`src/rtl/lsu_pkg.sv`:
```
// Shared types and constants for the load/store unit: FSM states, RV32I
// funct3 width codes, the captured request record and the accept-time fault check.
package lsu_pkg;

  localparam int DEFAULT_DEPTH_WORDS = 64;

  typedef enum logic [1:0] {
    ST_IDLE,
    ST_READ,
    ST_WRITE,
    ST_RESP
  } lsu_state_t;

  localparam logic [2:0] LB  = 3'b000;
  localparam logic [2:0] LH  = 3'b001;
  localparam logic [2:0] LW  = 3'b010;
  localparam logic [2:0] LBU = 3'b100;
  localparam logic [2:0] LHU = 3'b101;
  localparam logic [2:0] SB  = 3'b000;
  localparam logic [2:0] SH  = 3'b001;
  localparam logic [2:0] SW  = 3'b010;

  typedef struct packed {
    logic        write;
    logic [2:0]  funct3;
    logic [31:0] addr;
    logic [31:0] wdata;
  } lsu_req_t;

  // Any fault is resolved at accept so a faulting request never touches memory.
  function automatic logic lsu_fault(input logic        write,
                                     input logic [2:0]  funct3,
                                     input logic [31:0] addr,
                                     input logic [31:0] depth);
    logic misal, bad_f3, oor;
    misal  = ((funct3[1:0] == 2'b01) && addr[0]) ||
             ((funct3 == 3'b010) && (addr[1:0] != 2'b00));
    bad_f3 = write ? (funct3 > 3'b010)
                   : ((funct3 == 3'b011) || (funct3 == 3'b110) || (funct3 == 3'b111));
    oor    = ({2'b00, addr[31:2]} >= depth);
    return misal || bad_f3 || oor;
  endfunction

endpackage

```
`src/rtl/lsu_align.sv`:
```
// Combinational byte/half lane logic: load extraction with sign/zero extension
// and the merge of a narrow store into the previously read word.
module lsu_align
  import lsu_pkg::*;
(
  input  logic [2:0]  funct3,
  input  logic [1:0]  byte_off,
  input  logic [31:0] word,
  input  logic [31:0] wdata,
  output logic [31:0] load_data,
  output logic [31:0] store_word
);

  logic [7:0]  sel_b;
  logic [15:0] sel_h;
  logic [31:0] bmask, hmask;

  always_comb begin
    sel_b = word[{byte_off, 3'b000} +: 8];
    sel_h = byte_off[1] ? word[31:16] : word[15:0];
    bmask = 32'h0000_00FF << {byte_off, 3'b000};
    hmask = 32'h0000_FFFF << {byte_off[1], 4'b0000};

    load_data = '0;
    case (funct3)
      LB:      load_data = {{24{sel_b[7]}}, sel_b};
      LH:      load_data = {{16{sel_h[15]}}, sel_h};
      LW:      load_data = word;
      LBU:     load_data = {24'h0, sel_b};
      LHU:     load_data = {16'h0, sel_h};
      default: load_data = '0;
    endcase

    // Replicated store data lines up with every lane; the mask picks one.
    store_word = wdata;
    case (funct3)
      SB:      store_word = (word & ~bmask) | ({4{wdata[7:0]}} & bmask);
      SH:      store_word = (word & ~hmask) | ({2{wdata[15:0]}} & hmask);
      default: store_word = wdata;
    endcase
  end

endmodule

```
`src/rtl/load_store_unit.sv`:
```
// Single-outstanding load/store unit in front of a word-wide data memory.
// Narrow stores are done as read-modify-write through lsu_align.
module load_store_unit
  import lsu_pkg::*;
#(
  parameter int DEPTH_WORDS = DEFAULT_DEPTH_WORDS
) (
  input  logic        clk,
  input  logic        reset,
  input  logic        req_valid,
  output logic        req_ready,
  input  logic        req_write,
  input  logic [2:0]  req_funct3,
  input  logic [31:0] req_addr,
  input  logic [31:0] req_wdata,
  output logic        resp_valid,
  output logic [31:0] resp_rdata,
  output logic        resp_fault,
  output logic        mem_read,
  output logic        mem_write,
  output logic [31:0] mem_addr,
  output logic [31:0] mem_wdata,
  input  logic [31:0] mem_rdata
);

  lsu_state_t  state, state_nxt;
  lsu_req_t    req_q;
  logic        fault_q;
  logic [31:0] rdata_q, wword_q;
  logic [31:0] load_data, store_word;
  logic        accept, acc_fault;

  assign accept    = req_valid && (state == ST_IDLE);
  assign acc_fault = lsu_fault(req_write, req_funct3, req_addr, 32'(DEPTH_WORDS));

  lsu_align u_align (
    .funct3     (req_q.funct3),
    .byte_off   (req_q.addr[1:0]),
    .word       (mem_rdata),
    .wdata      (req_q.wdata),
    .load_data  (load_data),
    .store_word (store_word)
  );

  always_ff @(posedge clk or negedge reset) begin
    if (!reset) state <= ST_IDLE;
    else        state <= state_nxt;
  end

  always_comb begin
    state_nxt = state;
    case (state)
      ST_IDLE: begin
        if (accept) begin
          if (acc_fault)                            state_nxt = ST_RESP;
          else if (req_write && req_funct3 == SW)   state_nxt = ST_WRITE;
          else                                      state_nxt = ST_READ;
        end
      end
      ST_READ:  state_nxt = req_q.write ? ST_WRITE : ST_RESP;
      ST_WRITE: state_nxt = ST_RESP;
      ST_RESP:  state_nxt = ST_IDLE;
      default:  state_nxt = ST_IDLE;
    endcase
  end

  always_comb begin
    req_ready  = 1'b0;
    resp_valid = 1'b0;
    resp_rdata = '0;
    resp_fault = 1'b0;
    mem_read   = 1'b0;
    mem_write  = 1'b0;
    mem_addr   = '0;
    mem_wdata  = '0;
    case (state)
      ST_IDLE:  req_ready = 1'b1;
      ST_READ: begin
        mem_read = 1'b1;
        mem_addr = {2'b00, req_q.addr[31:2]};
      end
      ST_WRITE: begin
        mem_write = 1'b1;
        mem_addr  = {2'b00, req_q.addr[31:2]};
        mem_wdata = wword_q;
      end
      ST_RESP: begin
        resp_valid = 1'b1;
        resp_rdata = rdata_q;
        resp_fault = fault_q;
      end
      default: ;
    endcase
  end

  // wword_q is preloaded with the store data so SW skips the read phase.
  always_ff @(posedge clk or negedge reset) begin
    if (!reset) begin
      req_q   <= '0;
      fault_q <= 1'b0;
      rdata_q <= '0;
      wword_q <= '0;
    end else begin
      case (state)
        ST_IDLE: begin
          if (accept) begin
            req_q   <= '{write: req_write, funct3: req_funct3,
                         addr: req_addr, wdata: req_wdata};
            fault_q <= acc_fault;
            rdata_q <= '0;
            wword_q <= req_wdata;
          end
        end
        ST_READ: begin
          if (req_q.write) wword_q <= store_word;
          else             rdata_q <= load_data;
        end
        default: ;
      endcase
    end
  end

endmodule

```
`config.mk`:
```
export PLATFORM = sky130hd
export DESIGN_NAME = load_store_unit
export DESIGN_NICKNAME = d
export VERILOG_FILES = /design/src/rtl/lsu_pkg.sv /design/src/rtl/lsu_align.sv /design/src/rtl/load_store_unit.sv
export SDC_FILE = /design/constraint.sdc
export NUM_CORES = 1
export LEC_CHECK = 0
export BUFFER_PORTS_ARGS = -buffer_cell sky130_fd_sc_hd__buf_2
export CELL_PAD_IN_SITES_DETAIL_PLACEMENT = 0
export CELL_PAD_IN_SITES_GLOBAL_PLACEMENT = 2
export CORE_ASPECT_RATIO = 0.8
export CORE_MARGIN = 4
export CORE_UTILIZATION = 32
export DETAILED_ROUTE_END_ITERATION = 10
export PLACE_DENSITY_LB_ADDON = 0.1
export SLEW_MARGIN = 10
export SYNTH_ARGS = -nofsm -noshare
export SYNTH_HDL_FRONTEND = slang
export SYNTH_SLANG_ARGS = --single-unit
export TNS_END_PERCENT = 50
```
`constraint.sdc`:
```
create_clock -name clk -period 2.1 [get_ports clk]
set_input_delay 0.105 -clock clk [delete_from_list [all_inputs] [get_ports clk]]
set_output_delay 0.105 -clock clk [all_outputs]
set_load 0.02 [all_outputs]
```
=== After elaboration in Yosys (flattened, before gate mapping) ===
Cells that the tools add are included.

* Input bits: 103
* Bits in registers: 135
* Word-level logic and storage cells: 76

* Order comparisons: 2
* Equal/unequal tests: 15
* Bitwise logic cells: 8
* Multiplexer cells: 23
* Reductions and logical operators: 17
* Shifts and indexed selects: 3

{| class="wikitable"
|+ Operators with widths
! cell !! number
|-
| 32-bit two-way mux || 6
|-
| 32-bit one-hot mux with 2 select lines || 3
|-
| 32-bit one-hot mux with 5 select lines || 1
|-
| 32-bit AND || 4
|-
| 32-bit NOT || 2
|-
| 32-bit bitwise OR || 2
|-
| 32-bit by 6-bit variable part select with 8-bit output || 1
|-
| 16-bit by 5-bit left shift with 32-bit output, first input constant || 1
|-
| 8-bit by 5-bit left shift with 32-bit output, first input constant || 1
|-
| 30-bit by 7-bit greater-or-equal comparator with 1-bit output, second input constant || 1
|-
| 30-bit two-way mux || 1
|-
| 16-bit two-way mux || 1
|-
| 3-bit equality test, second input constant || 4
|-
| 3-bit by 2-bit equality test with 1-bit output, second input constant || 3
|-
| 2-bit one-hot mux with 4 select lines || 1
|-
| 1-bit two-way mux || 7
|-
| 2-bit two-way mux || 3
|-
| 2-bit inequality test, second input constant || 3
|-
| 3-bit AND reduction || 2
|-
| 1-bit logical OR || 5
|-
| 2-bit by 1-bit equality test with 1-bit output, second input constant || 2
|-
| 2-bit equality test, second input constant || 2
|-
| 1-bit logical AND || 4
|-
| 2-bit nonzero test || 2
|-
| 6 further kinds || 6
|}

=== Longest topological paths before layout ===
Gate-level depths: netlist of the first run.

* Depth in word-level cells: 9
* Gate-level depth with buffers: 8
* Mapped depth without buffers: 6

=== By module ===
From an unflattened synthesis of the first run, not the netlist that was laid out.

* Cells, all modules: 791
* Area total of the unflattened synthesis: 7977.7 um^2

{| class="wikitable"
|+ By module, submodules not included
! module !! cells each !! times used !! area each (um^2)
|-
| load_store_unit || 498 || 1 || 6072.1
|-
| lsu_align || 293 || 1 || 1905.6
|}

=== Worst setup path before layout of the first run ===
OpenSTA, ideal clock, no wires.

* Path type: register to register
* Start point: register state[0]
* End point: register wword_q[0]
* Path buffers: 2
* Clock period less this slack: 2.103 ns
* Cell stages (with the launch flop): 9
* Setup slack: -0.003 ns
* Arrival time: 1.972 ns
* Path through: dfrtp_1 > inv_1 > ha_1 > buf_2 > mux2_2 > and2b_2 > nand2_2 > buf_2 > o211ai_1

* Longest elaborated chain between the ends: 4
* Elaborated cells on any way between the ends: 8

{| class="wikitable"
|+ Ends and longest elaborated chain
! what !! line !! RTL
|-
| from (decl) || load_store_unit.sv:26 || <nowiki>lsu_state_t state, state_nxt;</nowiki>
|-
| from (signal assigned) || load_store_unit.sv:47 || <nowiki>else state <= state_nxt;</nowiki>
|-
| 2-bit logical NOT || load_store_unit.sv:33, load_store_unit.sv:104 ||
|-
| 1-bit logical AND || load_store_unit.sv:33 || <nowiki>assign accept = req_valid && (state == ST_IDLE);</nowiki>
|-
| 2-bit inequality test (no source line) || -- ||
|-
| 3-bit AND reduction (no source line) || -- ||
|-
| to (signal assigned) || load_store_unit.sv:111 || <nowiki>wword_q <= req_wdata;</nowiki>
|-
| to (signal assigned) || load_store_unit.sv:115 || <nowiki>if (req_q.write) wword_q <= store_word;</nowiki>
|-
| to (decl) || load_store_unit.sv:29 || <nowiki>logic [31:0] rdata_q, wword_q;</nowiki>
|}

Several ways; a longest one is shown, not always the timed one.
A chain may end at the register's enable or synchronous reset.

=== Worst setup path after layout of the first run ===
* Start point: register req_q[33] (netlist bit)
* End point: register wword_q[19]

* Longest elaborated chain between the ends: 7
* Elaborated cells on any way between the ends: 13

{| class="wikitable"
|+ Ends and longest elaborated chain
! what !! line !! RTL
|-
| from (decl) || load_store_unit.sv:27 || <nowiki>lsu_req_t req_q;</nowiki>
|-
| from (signal assigned) || load_store_unit.sv:107 || <nowiki>req_q <= '{write: req_write, funct3: req_funct3,</nowiki>
|-
| 16-bit by 5-bit left shift with 32-bit output / 8-bit by 5-bit left shift with 32-bit output (equally long branches) || lsu_align.sv:22, lsu_align.sv:21 ||
|-
| 32-bit NOT (on tied branches) || lsu_align.sv:38, lsu_align.sv:37 ||
|-
| 32-bit AND (on tied branches) || lsu_align.sv:38, lsu_align.sv:37 ||
|-
| 32-bit bitwise OR (on tied branches) || lsu_align.sv:38, lsu_align.sv:37 ||
|-
| 32-bit one-hot mux with 2 select lines * || lsu_align.sv:36 || <nowiki>case (funct3)</nowiki>
|-
| 32-bit two-way mux * || load_store_unit.sv:115 ||
|-
| 32-bit one-hot mux with 2 select lines * || load_store_unit.sv:104 || <nowiki>case (state)</nowiki>
|}

Every way passes the cells marked *; elsewhere a longest branch is shown, timed or not. The select of a mux whose other input is x is not followed.

==> flow_metrics.py, run 1 <==
metrics = {
    "detailed_routing": {
        "ant_nets": 0,
        "drc": 0,
        "via_per_inst": 5.15,
        "drt_pass1_iterations": 6,
        "drtIter0Drc": 451,
        "wl_mm": 27.2,
        "vias": 6974,
        "wl_per_cell_um": 20.1,
    },
    "yosys": {
        "synth_top_cells_by_count": "135 x dfrtp_1, 96 x and2_1, 91 x mux2_2",
        "synth_top_area_share_pct": 44.7,
        "seq_area_frac_synth_pct": 44.7,
        "syn_area_per_cell_um2": 9.92,
        "synth_seq_cells": 135,
        "synthDistinctLibCells": 49,
        "yosysTopAreaCell": "dfrtp_1",
        "netlist_instances": 763,
        "netlist_top_cells_area": "dfrtp_1 45%, mux2_2 14%, and2_1 7.9%",
        "synth_edf_count": 0,
        "async_flop_share_pct": 100,
        "yosysWarnings": 0,
        "synth_top_flop_cell": "dfrtp_1",
        "syn-cell-area_um2": 7570,
        "yosysMostFrequentCell": "dfrtp_1",
    },
    "timing": {
        "layout_min_cycle_time_ns": 2.01,
        "clock_skew_ns": 0.0107,
        "drv_slew": 0,
        "rsz0062_at_grt": "false",
        "max_freq_mhz": 497,
        "finalCritPeriodShare_pct": 95.8,
        "slew_headroom_pct": 59.4,
        "finalWorstSetupSlack_ns": 0.0875,
        "hold_viol_final": 0,
        "finalSetupTns_ns": 0,
        "setup_viol": 0,
        "worst_pin_slew_ns": 0.610,
    },
    "final_layout": {
        "fill_cells": 2305,
        "drive_gt1_share_pct": 35.9,
        "syn2layout_area_growth_pct": 37.2,
        "diodes": 0,
        "seq_area_um2": 3380,
        "final_nets": 1137,
        "multi_input_area_um2": 3910,
    },
    "clock_tree": {
        "cts_tree": "done",
        "clk_latency_ns": 0.43,
        "numClockSinks": 135,
        "numCtsBuffers": 17,
        "clkTransAtPathRegs_ns": 0.07,
        "cts.path.max_buffers": 2,
        "h-tree-depth": 4,
        "post-cts-setup-buffers": 0,
        "root_buffer": "clkbuf_16",
    },
    "run": {
        "cap_violations": 0,
    },
    "worst_setup_path": {
        "critPathLaunchType": "register",
        "r2r_cells": 7,
        "r2r_start": "req_q[33]",
        "required_ns": 2.41,
        "critPathArrivalTime_ns": 2.32,
        "crit_fanout": 36,
        "r2r_slack_ns": 0.09,
        "crit_type": "reg2reg",
        "cp-startpoint": "req_q[33]",
        "endpoint": "wword_q[19]",
        "end_kind": "register",
        "r2r-end": "wword_q[19]",
    },
    "place": {
        "dp_hpwl_mm": 20.4,
        "dp_slack_ns": 0.114,
        "io_buffers": 201,
        "place.gp.congestion": 0.832,
    },
    "run_status": {
        "status": "finished, final reports clean",
    },
    "floorplanning": {
        "rows": 50,
        "ioPinCount": 204,
        "core_um2": 23300,
        "initial_core_util_pct": 32.4,
        "dieArea_um2": 26200,
        "die_w_um": 180,
        "die_y_um": 146,
    },
    "grt": {
        "grt_max_degree": 51,
        "grt_overflow": 0,
        "antenna_found_initial": 0,
        "grt_pass1_wl_mm": 42.8,
        "grt.total_usage_pct": 20.7,
        "grt_pass1_vias": 7182,
    },
    "hold_path": {
        "hp-class": "in2reg",
    },
    "pwr": {
        "ir_drop_mv": 1.04,
        "leakage_nw": 4.83,
        "power_density_nw_per_um2": 1630,
    },
}
## repair_timing
action	CTS	global route
hold endpoints to repair	123	0
hold buffers	70	0
setup endpoints to repair	0	61
resized for setup	0	4
## where the power goes
group | internal (mW) | switching [mW] | total [mW]
Sequential | 3.84 | 0.991 | 4.83
Combinational | 3.78 | 5.20 | 8.98
Clock | 1.92 | 1.20 | 3.12
Total | 9.55 | 7.39 | 16.9
## state kept, by name, indices dropped and copies added (netlist names)
register / count
state: 2
req_q: 68
fault_q: 1
wword_q: 32
rdata_q: 32
## placed cells by master, fill, tap and decap left out, types with 3 or more instances in the layout
master	n
clkinvlp_4	3
nor2b_1	10
a221oi_1	15
o22ai_1	13
a22oi_1	8
and2_1	96
and3_1	18
nor2_1	41
clkbuf_16	17
bufinv_16	3
mux2_2	91
buf_2	200
dfrtp_1	135
a31oi_1	3
nor4_1	8
clkinv_2	4
dlygate4sd3_1	70
nand3_1	10
o211ai_1	15
o21ai_1	17
o31ai_1	18
inv_1	7
nand2b_1	4
mux2i_1	26
o41ai_1	5
buf_4	30
o21ai_0	30
buf_12	7
a21oi_1	50
nand2_1	50
## kinds of logic (layout without fill, tap and decap cells)
family,count (synthesis),after routing,share of synthesized area (%)
AO/OA/AOI/OAI,186,186,15.5
adder cells (fa/ha/maj),4,4,0.662
buffers and inverters,68,346,4.18
flip-flops,135,135,44.7
multiplexers,118,118,17.3
other,1,2,0.0496
AND/OR/NAND/NOR,251,251,17.7
## critical path, cell delays in order (launching register included)
cell and delay (ns):
dfrtp_1 0.41, buf_12 0.26, nor2b_1 0.16, buf_4 0.19, mux2_2 0.35, a21oi_1 0.29
buf_4 0.17, o31ai_1 0.06
## cell type report
cell class | instances | area share, %
Tap cell | 312 | 3.76
Sequential cell | 135 | 32.5
Clock buffer | 19 | 4.36
Clock inverter | 12 | 1.45
Timing Repair Buffer | 308 | 20.0
Inverter | 7 | 0.253
Multi-Input combinational cell | 561 | 37.6
## layer usage
metal  vias to the layer above  global-route usage [%]  share of wire [%]
met5                         -                       0                  0
met3                        17                    4.17                5.1
met1                      3451                    31.3                 50
li1                       3284                       -                  -
met2                       222                    30.7                 44
met4                         0                    4.19               0.85
## worst min path at each step
| stage | startpoint | end | slack, ns | depth (start not counted) |
|---|---|---|---|---|
| final | mem_rdata[25] | rdata_q[25] | 0.04 | 3 |
| after global routing | mem_rdata[29] | rdata_q[29] | 0.04 | 3 |
| after CTS | mem_rdata[25] | rdata_q[25] | 0.01 | 3 |
| after detailed placement | reset | req_q[22] | 0.12 | 1 |
| after global placement | reset | wword_q[22] | 0.10 | 1 |
| after floorplan | reset | fault_q | -0.19 | 0 |
## metrics by stage
stage / cell area (µm²) / total power [mW] / util (%) / hold WS [ns] / instances
after global routing: 10400 / 18.1 / 44.5 / 0.0447 / 1354
after global placement: 9060 / 13.6 / 38.8 / 0.104 / 1253
after floorplan: 7570 / 10.6 / - / -0.191 / 764
after detailed placement: 9060 / 13.8 / 38.8 / 0.118 / 1253
after CTS: 10400 / 17.0 / 44.4 / 0.0150 / 1354
final: 10400 / 16.9 / 44.5 / 0.0383 / 1354
No activity file was read; power rests on OpenSTA's default activity.
==> run 2: changes to the inputs <==
Settings changed: BUFFER_PORTS_ARGS -buffer_cell sky130_fd_sc_hd__buf_2 to -buffer_cell sky130_fd_sc_hd__buf_4.
==> flow_metrics.py, run 2 (synthesis results as in run 1) <==
metrics = {
    "timing": {
        "clock_skew_ns": 0.00839,
        "finalSetupTns_ns": 0,
        "finalWorstSetupSlack_ns": 0.117,
        "fin_hold_ws_ns": 0.0276,
        "drv_slew": 0,
        "slew_headroom_pct": 58.1,
        "worst_pin_slew_ns": 0.629,
        "layout_min_cycle_time_ns": 1.98,
        "finalCritPeriodShare_pct": 94.4,
        "rsz0062_at_grt": "false",
        "setup_viol": 0,
        "hold_viol_final": 0,
        "max_freq_mhz": 504,
    },
    "final_layout": {
        "reg_top3": "req_q: 68 flops, rdata_q: 32 flops, wword_q: 32 flops",
        "final_nets": 1133,
        "final_cell_mix": "223 x buf_4, 135 x dfrtp_1, 96 x and2_1, 91 x mux2_2, 73 x dlygate4sd3_1",
        "final_common_cell": "buf_4",
        "top_register": "req_q",
        "syn2layout_area_growth_pct": 43.1,
        "diodes": 0,
        "drive_gt1_share_pct": 35.3,
        "largest_reg_flops": 68,
        "fill_cells": 2209,
    },
    "hold_path": {
        "min_from": "mem_rdata[28]",
        "min_to": "rdata_q[28]",
        "hold_depth": 3,
        "hp-class": "in2reg",
    },
    "grt": {
        "grt_pass1_wl_mm": 42.4,
        "grt_max_degree": 72,
        "grt.total_usage_pct": 20.4,
        "antenna_found_initial": 0,
        "grt_overflow": 0,
        "grt_pass1_vias": 7336,
    },
    "clock_tree": {
        "h-tree-depth": 4,
        "clkTransAtPathRegs_ns": 0.06,
        "numCtsBuffers": 17,
        "post-cts-setup-buffers": 0,
        "numClockSinks": 135,
        "cts.path.max_buffers": 2,
        "root_buffer": "clkbuf_16",
        "cts_tree": "done",
        "clk_latency_ns": 0.42,
    },
    "place": {
        "io_buffers": 201,
        "dp_slack_ns": 0.0506,
        "dp_hpwl_mm": 20.3,
        "place.gp.congestion": 0.839,
    },
    "run_status": {
        "status": "finished, final reports clean",
    },
    "detailed_routing": {
        "m1WireLength_mm": 13.2,
        "via_per_inst": 5.26,
        "drt_pass1_iterations": 5,
        "dr_wl_met3_mm": 1.89,
        "drc": 0,
        "top_layer": "met4",
        "wl_mm": 27.3,
        "drtIter0Drc": 501,
        "ant_nets": 0,
        "vias": 7105,
        "wl_met2_mm": 11.7,
        "wl_per_cell_um": 20.2,
    },
    "worst_setup_path": {
        "r2r-end": "rdata_q[14]",
        "critPathLaunchType": "register",
        "r2r_cells": 4,
        "required_ns": 2.39,
        "r2r_slack_ns": 0.12,
        "critPathArrivalTime_ns": 2.27,
        "r2r_start": "req_q[33]",
        "end_kind": "register",
        "crit_type": "reg2reg",
        "crit_fanout": 8,
    },
    "pwr": {
        "leakage_nw": 4.89,
        "power_density_nw_per_um2": 1590,
        "ir_drop_mv": 0.839,
    },
    "floorplanning": {
        "initial_core_util_pct": 32.4,
        "die_y_um": 146,
        "rows": 50,
        "ioPinCount": 204,
        "dieArea_um2": 26200,
        "core_um2": 23300,
        "die_w_um": 180,
    },
    "run": {
        "cap_violations": 0,
    },
}
run 2: cell count changes in the layout (fill, tap and decap cells not counted), sizes merged:
cell | before | now
clkbuf | 19 | 17
bufinv | 3 | 1
buf | 238 | 231
inv | 9 | 13
clkinv | 4 | 5
dlygate4sd3 | 70 | 73
run 2: worst max-delay path, cell delays in order, from the launching register on:
cell and delay [ns]:
dfrtp_1 0.39, mux4_2 0.53, and2_0 0.30, a221oi_1 0.53, o21ai_1 0.10
run 2: timing repair:
action	CTS	global route
endpoints found under the setup margin	0	42
gates resized for setup	0	4
hold buffers	73	0
endpoints found under the hold margin	116	0
run 2: metrics by stage:
stage / area [µm²] / cells / power [mW] / utilization, %
4_1_cts: 10800 / 1351 / 17.2 / 46.3
6_report: 10800 / 1351 / 17.2 / 46.4
3_3_place_gp: 9500 / 1246 / 13.9 / 40.7
5_1_grt: 10800 / 1351 / 18.3 / 46.4
3_5_place_dp: 9500 / 1246 / 14.1 / 40.7
2_1_floorplan: 7570 / 764 / 10.6 / -
run 2: worst max-delay path by stage:
stage               startpoint     endpoint  slack (ns)
global placement      state[0]   wword_q[2]        0.14
finish               req_q[33]  rdata_q[14]        0.12
global route         req_q[33]  rdata_q[15]        0.04
floorplan             state[0]   wword_q[0]        0.05
detailed placement    state[1]   wword_q[1]        0.05
CTS                   state[1]   wword_q[6]        0.04
run 2: cell type report:
class / instances / area (µm²) / share of cell area, %
timing repair buffer: 304 / 2560 / 23.6
clock buffer: 17 / 425 / 3.93
sequential: 135 / 3380 / 31.2
multi-input combinational: 561 / 3900 / 36.1
inverter: 7 / 26.3 / 0.243
clock inverter: 15 / 144 / 1.33
tap: 312 / 390 / 3.61
run 2: layer usage:
layer  vias up  track usage [%]
met4         0             5.18
met3        26             3.97
met2       296             30.5
li1       3264                -
met1      3519             30.3
met5         -                0
run 2: power by group:
group	switching (mW)	leakage, nW	internal (mW)
Sequential	0.993	1.66	3.84
Clock	1.27	0.273	1.66
Combinational	5.20	2.96	4.19
Total	7.47	4.89	9.69
